File: config.mk
export PLATFORM = sky130hd
export DESIGN_NAME = riscv_muldiv
export DESIGN_NICKNAME = d
export VERILOG_FILES = /design/src/rtl/riscv_pkg.sv /design/src/rtl/muldiv_step.sv /design/src/rtl/riscv_muldiv.sv
export SDC_FILE = /design/constraint.sdc
export NUM_CORES = 1
export LEC_CHECK = 0
export CELL_PAD_IN_SITES_DETAIL_PLACEMENT = 1
export CELL_PAD_IN_SITES_GLOBAL_PLACEMENT = 1
export CORE_MARGIN = 10
export CORE_UTILIZATION = 25
export CTS_CLUSTER_SIZE = 8
export DETAILED_ROUTE_END_ITERATION = 6
export HOLD_SLACK_MARGIN = 0.1
export PLACE_DENSITY_LB_ADDON = 0.15
export SLEW_MARGIN = 15
export SYNTH_ARGS = -nofsm -noshare
export SYNTH_HDL_FRONTEND = slang
export SYNTH_HIERARCHICAL = 1
export SYNTH_SLANG_ARGS = --single-unit
File: constraint.sdc
create_clock -name clk -period 9 [get_ports clk]
set_input_delay 0.9 -clock clk [delete_from_list [all_inputs] [get_ports clk]]
set_output_delay 0.9 -clock clk [all_outputs]
set_load 0.01 [all_outputs]
File: src/rtl/riscv_pkg.sv
// Shared RV32M/RV64M definitions: funct3 codes, mul/div FSM encoding, operand signedness.
package riscv_pkg;

  localparam logic [2:0] F3_MUL    = 3'b000;
  localparam logic [2:0] F3_MULH   = 3'b001;
  localparam logic [2:0] F3_MULHSU = 3'b010;
  localparam logic [2:0] F3_MULHU  = 3'b011;
  localparam logic [2:0] F3_DIV    = 3'b100;
  localparam logic [2:0] F3_DIVU   = 3'b101;
  localparam logic [2:0] F3_REM    = 3'b110;
  localparam logic [2:0] F3_REMU   = 3'b111;

  typedef enum logic [1:0] {
    S_IDLE = 2'd0,
    S_CALC = 2'd1,
    S_FIX  = 2'd2,
    S_DONE = 2'd3
  } state_t;

  // rs1 is treated as signed; rs2 is signed for the same set except MULHSU
  function automatic logic is_signed_op(input logic [2:0] f3);
    return (f3 == F3_MULH) || (f3 == F3_MULHSU) || (f3 == F3_DIV) || (f3 == F3_REM);
  endfunction

endpackage

File: src/rtl/muldiv_step.sv
// One radix-2 iteration: shift-add multiply or restoring divide on a 2*XLEN accumulator,
// both built around a single XLEN+1-bit adder.
module muldiv_step #(
  parameter int XLEN = 32
) (
  input  logic [2*XLEN-1:0] acc,
  input  logic [XLEN-1:0]   opnd,
  input  logic              is_div,
  output logic [2*XLEN-1:0] acc_nxt
);

  logic [XLEN:0] x, y, sum;
  logic          cin;

  always_comb begin
    if (is_div) begin
      // remainder shifted left by one, minus divisor
      x   = acc[2*XLEN-1:XLEN-1];
      y   = ~{1'b0, opnd};
      cin = 1'b1;
    end else begin
      x   = {1'b0, acc[2*XLEN-1:XLEN]};
      y   = {1'b0, opnd};
      cin = 1'b0;
    end
    sum = x + y + {{XLEN{1'b0}}, cin};

    acc_nxt = {acc[2*XLEN-2:0], 1'b0};
    if (is_div) begin
      // a set carry-out bit of the shifted remainder guarantees it exceeds the divisor
      if (acc[2*XLEN-1] || !sum[XLEN])
        acc_nxt = {sum[XLEN-1:0], acc[XLEN-2:0], 1'b1};
    end else if (acc[0]) begin
      acc_nxt = {sum, acc[XLEN-1:1]};
    end else begin
      acc_nxt = {1'b0, acc[2*XLEN-1:1]};
    end
  end

endmodule

File: src/rtl/riscv_muldiv.sv
// Multi-cycle RV M-extension unit: operands become magnitudes, XLEN iterations run,
// then FIX restores the sign and picks the half the op asks for.
module riscv_muldiv
  import riscv_pkg::*;
#(
  parameter int XLEN = 32
) (
  input  logic            clk,
  input  logic            rst,
  input  logic            start,
  input  logic [2:0]      funct3,
  input  logic [XLEN-1:0] rs1,
  input  logic [XLEN-1:0] rs2,
  input  logic            flush,
  output logic            busy,
  output logic            done,
  output logic [XLEN-1:0] result
);

  localparam int CNT_W = $clog2(XLEN) + 1;
  localparam logic [XLEN-1:0] MIN_INT = {1'b1, {(XLEN-1){1'b0}}};

  state_t              state, state_nxt;
  logic [2:0]          op;
  logic [2*XLEN-1:0]   acc, acc_nxt, prod;
  logic [XLEN-1:0]     opnd, mag1, mag2, fast_res, fix_res;
  logic                sgn_q, sgn_r, neg1, neg2, div0, ovf, fast;
  logic [CNT_W-1:0]    cnt;

  assign neg1 = is_signed_op(funct3) && rs1[XLEN-1];
  assign neg2 = is_signed_op(funct3) && (funct3 != F3_MULHSU) && rs2[XLEN-1];
  assign mag1 = neg1 ? -rs1 : rs1;
  assign mag2 = neg2 ? -rs2 : rs2;

  assign div0     = funct3[2] && (rs2 == '0);
  assign ovf      = (funct3 == F3_DIV || funct3 == F3_REM) && (rs1 == MIN_INT) && (&rs2);
  assign fast     = div0 || ovf;
  assign fast_res = div0 ? (funct3[1] ? rs1 : '1) : (funct3[1] ? '0 : rs1);

  muldiv_step #(.XLEN(XLEN)) u_step (
    .acc     (acc),
    .opnd    (opnd),
    .is_div  (op[2]),
    .acc_nxt (acc_nxt)
  );

  always_comb begin
    prod    = sgn_q ? -acc : acc;
    fix_res = '0;
    case (op)
      F3_MUL:                    fix_res = prod[XLEN-1:0];
      F3_MULH, F3_MULHSU, F3_MULHU: fix_res = prod[2*XLEN-1:XLEN];
      F3_DIV, F3_DIVU:           fix_res = sgn_q ? -acc[XLEN-1:0] : acc[XLEN-1:0];
      default:                   fix_res = sgn_r ? -acc[2*XLEN-1:XLEN] : acc[2*XLEN-1:XLEN];
    endcase
  end

  always_ff @(posedge clk or posedge rst) begin
    if (rst) state <= S_IDLE;
    else     state <= state_nxt;
  end

  always_comb begin
    state_nxt = state;
    case (state)
      S_IDLE:  if (start) state_nxt = fast ? S_DONE : S_CALC;
      S_CALC:  if (cnt == CNT_W'(XLEN-1)) state_nxt = S_FIX;
      S_FIX:   state_nxt = S_DONE;
      default: state_nxt = S_IDLE;
    endcase
    if (flush) state_nxt = S_IDLE;
  end

  always_ff @(posedge clk or posedge rst) begin
    if (rst) begin
      op     <= '0;
      acc    <= '0;
      opnd   <= '0;
      sgn_q  <= 1'b0;
      sgn_r  <= 1'b0;
      cnt    <= '0;
      result <= '0;
    end else if (!flush) begin
      case (state)
        S_IDLE: if (start) begin
          op    <= funct3;
          cnt   <= '0;
          sgn_q <= neg1 ^ neg2;
          sgn_r <= neg1;
          // low half carries the multiplier or the dividend; opnd the other operand
          acc   <= {{XLEN{1'b0}}, funct3[2] ? mag1 : mag2};
          opnd  <= funct3[2] ? mag2 : mag1;
          if (fast) result <= fast_res;
        end
        S_CALC: begin
          acc <= acc_nxt;
          cnt <= cnt + 1'b1;
        end
        S_FIX:   result <= fix_res;
        default: ;
      endcase
    end
  end

  assign busy = (state != S_IDLE);
  assign done = (state == S_DONE);

endmodule

# Word level (Yosys, flattened, before mapping)
# Index checks and enable logic that the tools add are counted.
[totals]
reg_bits = 141
wordCells = 93
output_inout_bits = 34
[classes]
addsub = 8
mux = 29
n_reduce_logical = 26
n_eq_ne = 19
bitwise_logic = 3
[op_table]
columns = ["cell", "n"]
rows = [
  ["$mux 32", 11],
  ["$mux 64", 5],
  ["$neg 32->32", 4],
  ["$pmux 64 s2", 1],
  ["$pmux 32 s3", 1],
  ["$mux 33", 2],
  ["$neg 64->64", 1],
  ["$pmux 32 s2", 1],
  ["$add 33x1->33", 1],
  ["$add 33x33->33", 1],
  ["$not 32->33", 1],
  ["$eq 32x32->1 const B", 1],
  ["$logic_not 32->1", 1],
  ["$reduce_and 32->1", 1],
  ["$eq 3x3->1 const B", 4],
  ["$pmux 6 s2", 1],
  ["$eq 3x2->1 const B", 3],
  ["$mux 2", 4],
  ["$add 6x1->6 const B", 1],
  ["$eq 3x1->1 const B", 2],
  ["$eq 6x5->1 const B", 1],
  ["$logic_and 1x1->1", 6],
  ["$logic_or 1x1->1", 6],
  ["$mux 6", 1],
  ["other kinds (18)", 24],
]

# Longest topological paths before layout
[depth]
word_depth = 10
mapped_depth = 19

# By module
# The synthesis kept the hierarchy.
[modules_own_cells]
columns = ["mod", "n_inst", "area_per_inst_um2", "cells_per_inst", "seq_area_each_um2"]
rows = [
  ["riscv_muldiv", 1, 11237.0, 1414, 3528.4],
  ["muldiv_step", 1, 3960.0, 522, 0.0],
]

# Least setup slack after synthesis
# No wires, ideal clock.
[synth_path]
path_kind = "register to register"
from = "register op[2]"
to = "register acc[34]"
t_arrival_ps = 3910
synth_period_minus_slack_ps = 4031
path_stages_with_launch = 16
setup_slack_ps = 4969
path_buffers = 4
cell_sequence = "dfrtp_1 -> clkbuf_1 -> clkbuf_1 -> buf_1 -> xor2_1 -> fa_1 -> a211oi_4 -> o211ai_2 -> a21oi_2 -> o221a_4 -> o21ai_4 -> a41oi_4 -> buf_6 -> mux2i_1 -> a21oi_1 -> a22o_1"
[synth_via]
elab_chain_cells = 8
elab_cells_between_ends = 11
cone_classes = "add/sub (2); mux (7); reduce/logical (2)"
[synth_rtl]
columns = ["element", "line", "text"]
rows = [
  ["start: declaration", "riscv_muldiv.sv:24", "logic [2:0] op;"],
  ["start signal: assignment", "riscv_muldiv.sv:86", "op <= funct3;"],
  ["$mux 33", "muldiv_step.sv:16", "if (is_div) begin"],
  ["$add 33x33->33", "muldiv_step.sv:26", "sum = x + y + {{XLEN{1'b0}}, cin};"],
  ["$add 33x1->33", "muldiv_step.sv:26", ""],
  ["$logic_not 1->1", "muldiv_step.sv:31", "if (acc[2*XLEN-1] || !sum[XLEN])"],
  ["$logic_or 1x1->1", "muldiv_step.sv:31", ""],
  ["$mux 64", "muldiv_step.sv:31", ""],
  ["$mux 64 *", "muldiv_step.sv:29", "if (is_div) begin"],
  ["named net acc_nxt[34]", "riscv_muldiv.sv:25", "logic [2*XLEN-1:0] acc, acc_nxt, prod;"],
  ["$pmux 64 s2 *", "riscv_muldiv.sv:84", "case (state)"],
  ["end signal: assignment", "riscv_muldiv.sv:91", "acc <= {{XLEN{1'b0}}, funct3[2] ? mag1 : mag2};"],
  ["end signal: assignment", "riscv_muldiv.sv:96", "acc <= acc_nxt;"],
  ["end: declaration", "riscv_muldiv.sv:25", ""],
]
# Mark *: on every way through the listed nets, which the timed path passes. The rest lies on a longest branch.
# A chain may end at the register's enable or synchronous reset.

# Worst setup path in the final report
[layout_path]
from = "register op[2]"
to = "register acc[48]"
# The elaborated chain is that of the path after synthesis.

==> impl_metrics.json <==
{
  "ys_types": 96,
  "pre_cts_ws_ps": 3860,
  "synthCells": 1936,
  "drv_cap": 0,
  "post_cts_resized": 0,
  "drc_errors": 0,
  "cp.arrival_ps": 5520,
  "max-vdd-ir-drop_v": 0.000182,
  "synth_top_area_cell": "dfrtp_1",
  "vias": 15500,
  "grt_pass1_vias": 15800,
  "synth_flop_cell": "dfrtp_1",
  "dp_hpwl_um": 56000,
  "cp-start-kind": "flop",
  "setup_tns_ps": 0,
  "rows": 90,
  "synthTopCellsByArea": "dfrtp_1, a21oi_1, xor2_1",
  "hold_viol_final": 0,
  "die_h_um": 267,
  "die-area_mm2": 0.0710,
  "htree_num_levels": 4,
  "period_share_pct": 57.0,
  "hold_ws_ps": 487,
  "cp_cell_sequence": "buf_4 -> mux2_2 -> fa_1 -> a211oi_4 -> o211ai_2 -> a21oi_2 -> o221a_4 -> o21ai_4 -> a41oi_4 -> buf_4 -> mux2i_1 -> a21oi_1 -> a22o_1",
  "clkTransAtPathRegs_ps": 70,
  "syn_avg_cell_area_um2": 7.85,
  "path_delay_family": "compound AO/OA/AOI/OAI gates",
  "max_stage_delay_ps": 890,
  "drt_iter0_drc": 1117,
  "setup-violations-final": 0,
  "numPlacedInstances": 2709,
  "ios": 105,
  "fmax_mhz": 195,
  "core_area_mm2": 0.0602,
  "gp_congestion": 0.847,
  "synth.cell_area_mm2": 0.0152,
  "tightest_slew_ps": 1070,
  "antenna_cells": 0,
  "syn-num-nets": 2049,
  "grt_antenna_before_repair": 1,
  "postCtsSetupBuffers": 0,
  "drt_wl_total_um": 73100,
  "io_buffers": 104,
  "report.final.slew_viol_count": 0,
  "rsz0062_at_grt": "no",
  "critPathKind": "flop to flop",
  "slew_headroom_pct": 28.4,
  "yosysMostFrequentCell": "nand2_1",
  "wl_per_cell_um": 26.7,
  "end_kind": "flop",
  "synth_common_cells": "nand2_1, a21oi_1, nor2_1",
  "numCtsBuffers": 17,
  "cts_tree": "yes",
  "crit_path_top_delay_cell": "dfrtp_4",
  "gr-total-overflow": 0,
  "initial_core_util_pct": 25.2,
  "die_w_um": 267,
  "yosys_warnings": 6,
  "synth-seq-cells": 141,
  "drive_gt1_share_pct": 10.8,
  "grt_max_degree": 80,
  "ant_nets": 0,
  "nFillCells": 7204,
  "crit_fanout": 62,
  "hold_path.class": "flop to flop",
  "grt_pass1_wl_um": 108000,
  "area_growth_pct": 15.5,
  "stdcell_count": 2741,
  "final_util_pct": 29.1,
  "dr.pass1.iters": 5,
  "synth_edf_count": 0,
  "period_minus_slack_ps": 5130,
  "required_ps": 9390,
  "cts_hold_buf": 0,
  "power_per_cell_area_mw_per_mm2": 419,
  "synth-seq-area-share_pct": 23.2,
  "setup_ws_ps": 3870,
  "fin_worst_skew_ps": 16.2,
  "cp_common_cell": "buf_4",
  "clock_sinks": 141,
  "synthArstFlopShare_pct": 100,
  "fin_nets": 2059,
  "grt_usage_pct": 20.3,
  "p_leak_nw": 6.83,
  "status": "complete, no violations",
  "avgViaCountPerCell": 5.66,
  "ctsRootBufferMaster": "clkbuf_16",
  "ctsLongestPathBuffers": 2,
  "synth_top_area_share_pct": 23.2,
  "insertion_delay_ps": 500,
  "path_buf_inv": 2
}
## placed cells by master, fill, tap and decap left out, types with 10 or more instances in the layout
cell type / instances
a211oi_1: 41
a21o_1: 14
a21oi_1: 166
a22o_1: 33
a31oi_1: 21
and3_1: 10
buf_4: 34
clkbuf_16: 17
clkdlybuf4s50_1: 103
dfrtp_1: 139
ha_1: 40
inv_1: 40
maj3_1: 29
mux2_2: 65
mux2i_1: 45
nand2_1: 197
nand2b_1: 10
nand3_1: 42
nand4_1: 36
nor2_1: 148
nor2b_1: 38
nor3_1: 57
nor4_1: 26
o211ai_1: 13
o21ai_0: 106
o21ai_1: 20
o221ai_1: 29
o31ai_1: 27
o31ai_2: 17
o41ai_1: 11
or3_1: 26
or4_1: 12
xnor2_1: 70
xor2_1: 91
## cell families after synthesis
group	Yosys count	share of synthesized area, %
buffers and inverters	189	5.04
AOI/OAI and AO/OA	608	27.5
muxes	110	7.78
and+or+nand+nor	656	21.7
xor gates and xnor gates	161	9.28
adders and majority gates	71	5.42
DFF	141	23.2
## area by class of cell
cell class / instances / area (um2) / share of cell area, %
clock buffer: 19 / 443 / 2.52
clock inverter: 13 / 201 / 1.15
inverter: 42 / 163 / 0.927
multi-input combinational: 1606 / 10900 / 62.3
sequential: 141 / 3530 / 20.1
tap: 782 / 978 / 5.57
timing repair buffer: 138 / 1290 / 7.36
## path summary, 6_finish.rpt
path	from	to	slack [ps]	depth (start not counted)
setup / recovery	op[2]	acc[48]	3870	13
hold / removal	result[18]	result[18]	490	2
setup reg to reg	op[2]	acc[48]	3870	13
hold reg to reg	result[18]	result[18]	490	2
max in group asynchronous	rst	result[21]	6560	3
min in group asynchronous	rst	opnd[9]	950	2
## tightest hold or removal path: cells and delay by family (launching register included)
family | cells | cell delay [ps]
and+or+nand+nor | 1 | 60
DFF | 1 | 340
AOI/OAI and AO/OA | 1 | 50
## routing by layer
metal	part of all wire, %	GRT usage (%)	vias up
li1	-	-	7205
met1	47	27.5	7835
met2	45	31.9	394
met3	5.2	3.90	83
met4	2.5	6.26	0
met5	0	0	-
## power breakdown
| group | switching, mW | leakage [nW] | internal (mW) |
|---|---|---|---|
| clock | 0.340 | 0.315 | 0.478 |
| sequential | 0.573 | 1.80 | 0.901 |
| combinational | 3.21 | 4.71 | 1.86 |
| total | 4.12 | 6.83 | 3.24 |
## sequential cells by signal, summed over array words and instances (netlist names)
register  cells
sgn_r         1
op            3
cnt           6
result       32
state         2
opnd         32
sgn_q         1
acc          64
## per-stage QoR
| step | power [mW] | instance area [um2] |
|---|---|---|
| finish | 7.36 | 17600 |
| global route | 7.91 | 17600 |
| CTS | 7.34 | 17500 |
| detailed placement | 6.49 | 16900 |
| global placement | 6.43 | 16900 |
| floorplan | 4.71 | 15200 |
Note: power is estimated with default switching activity, not from simulation.
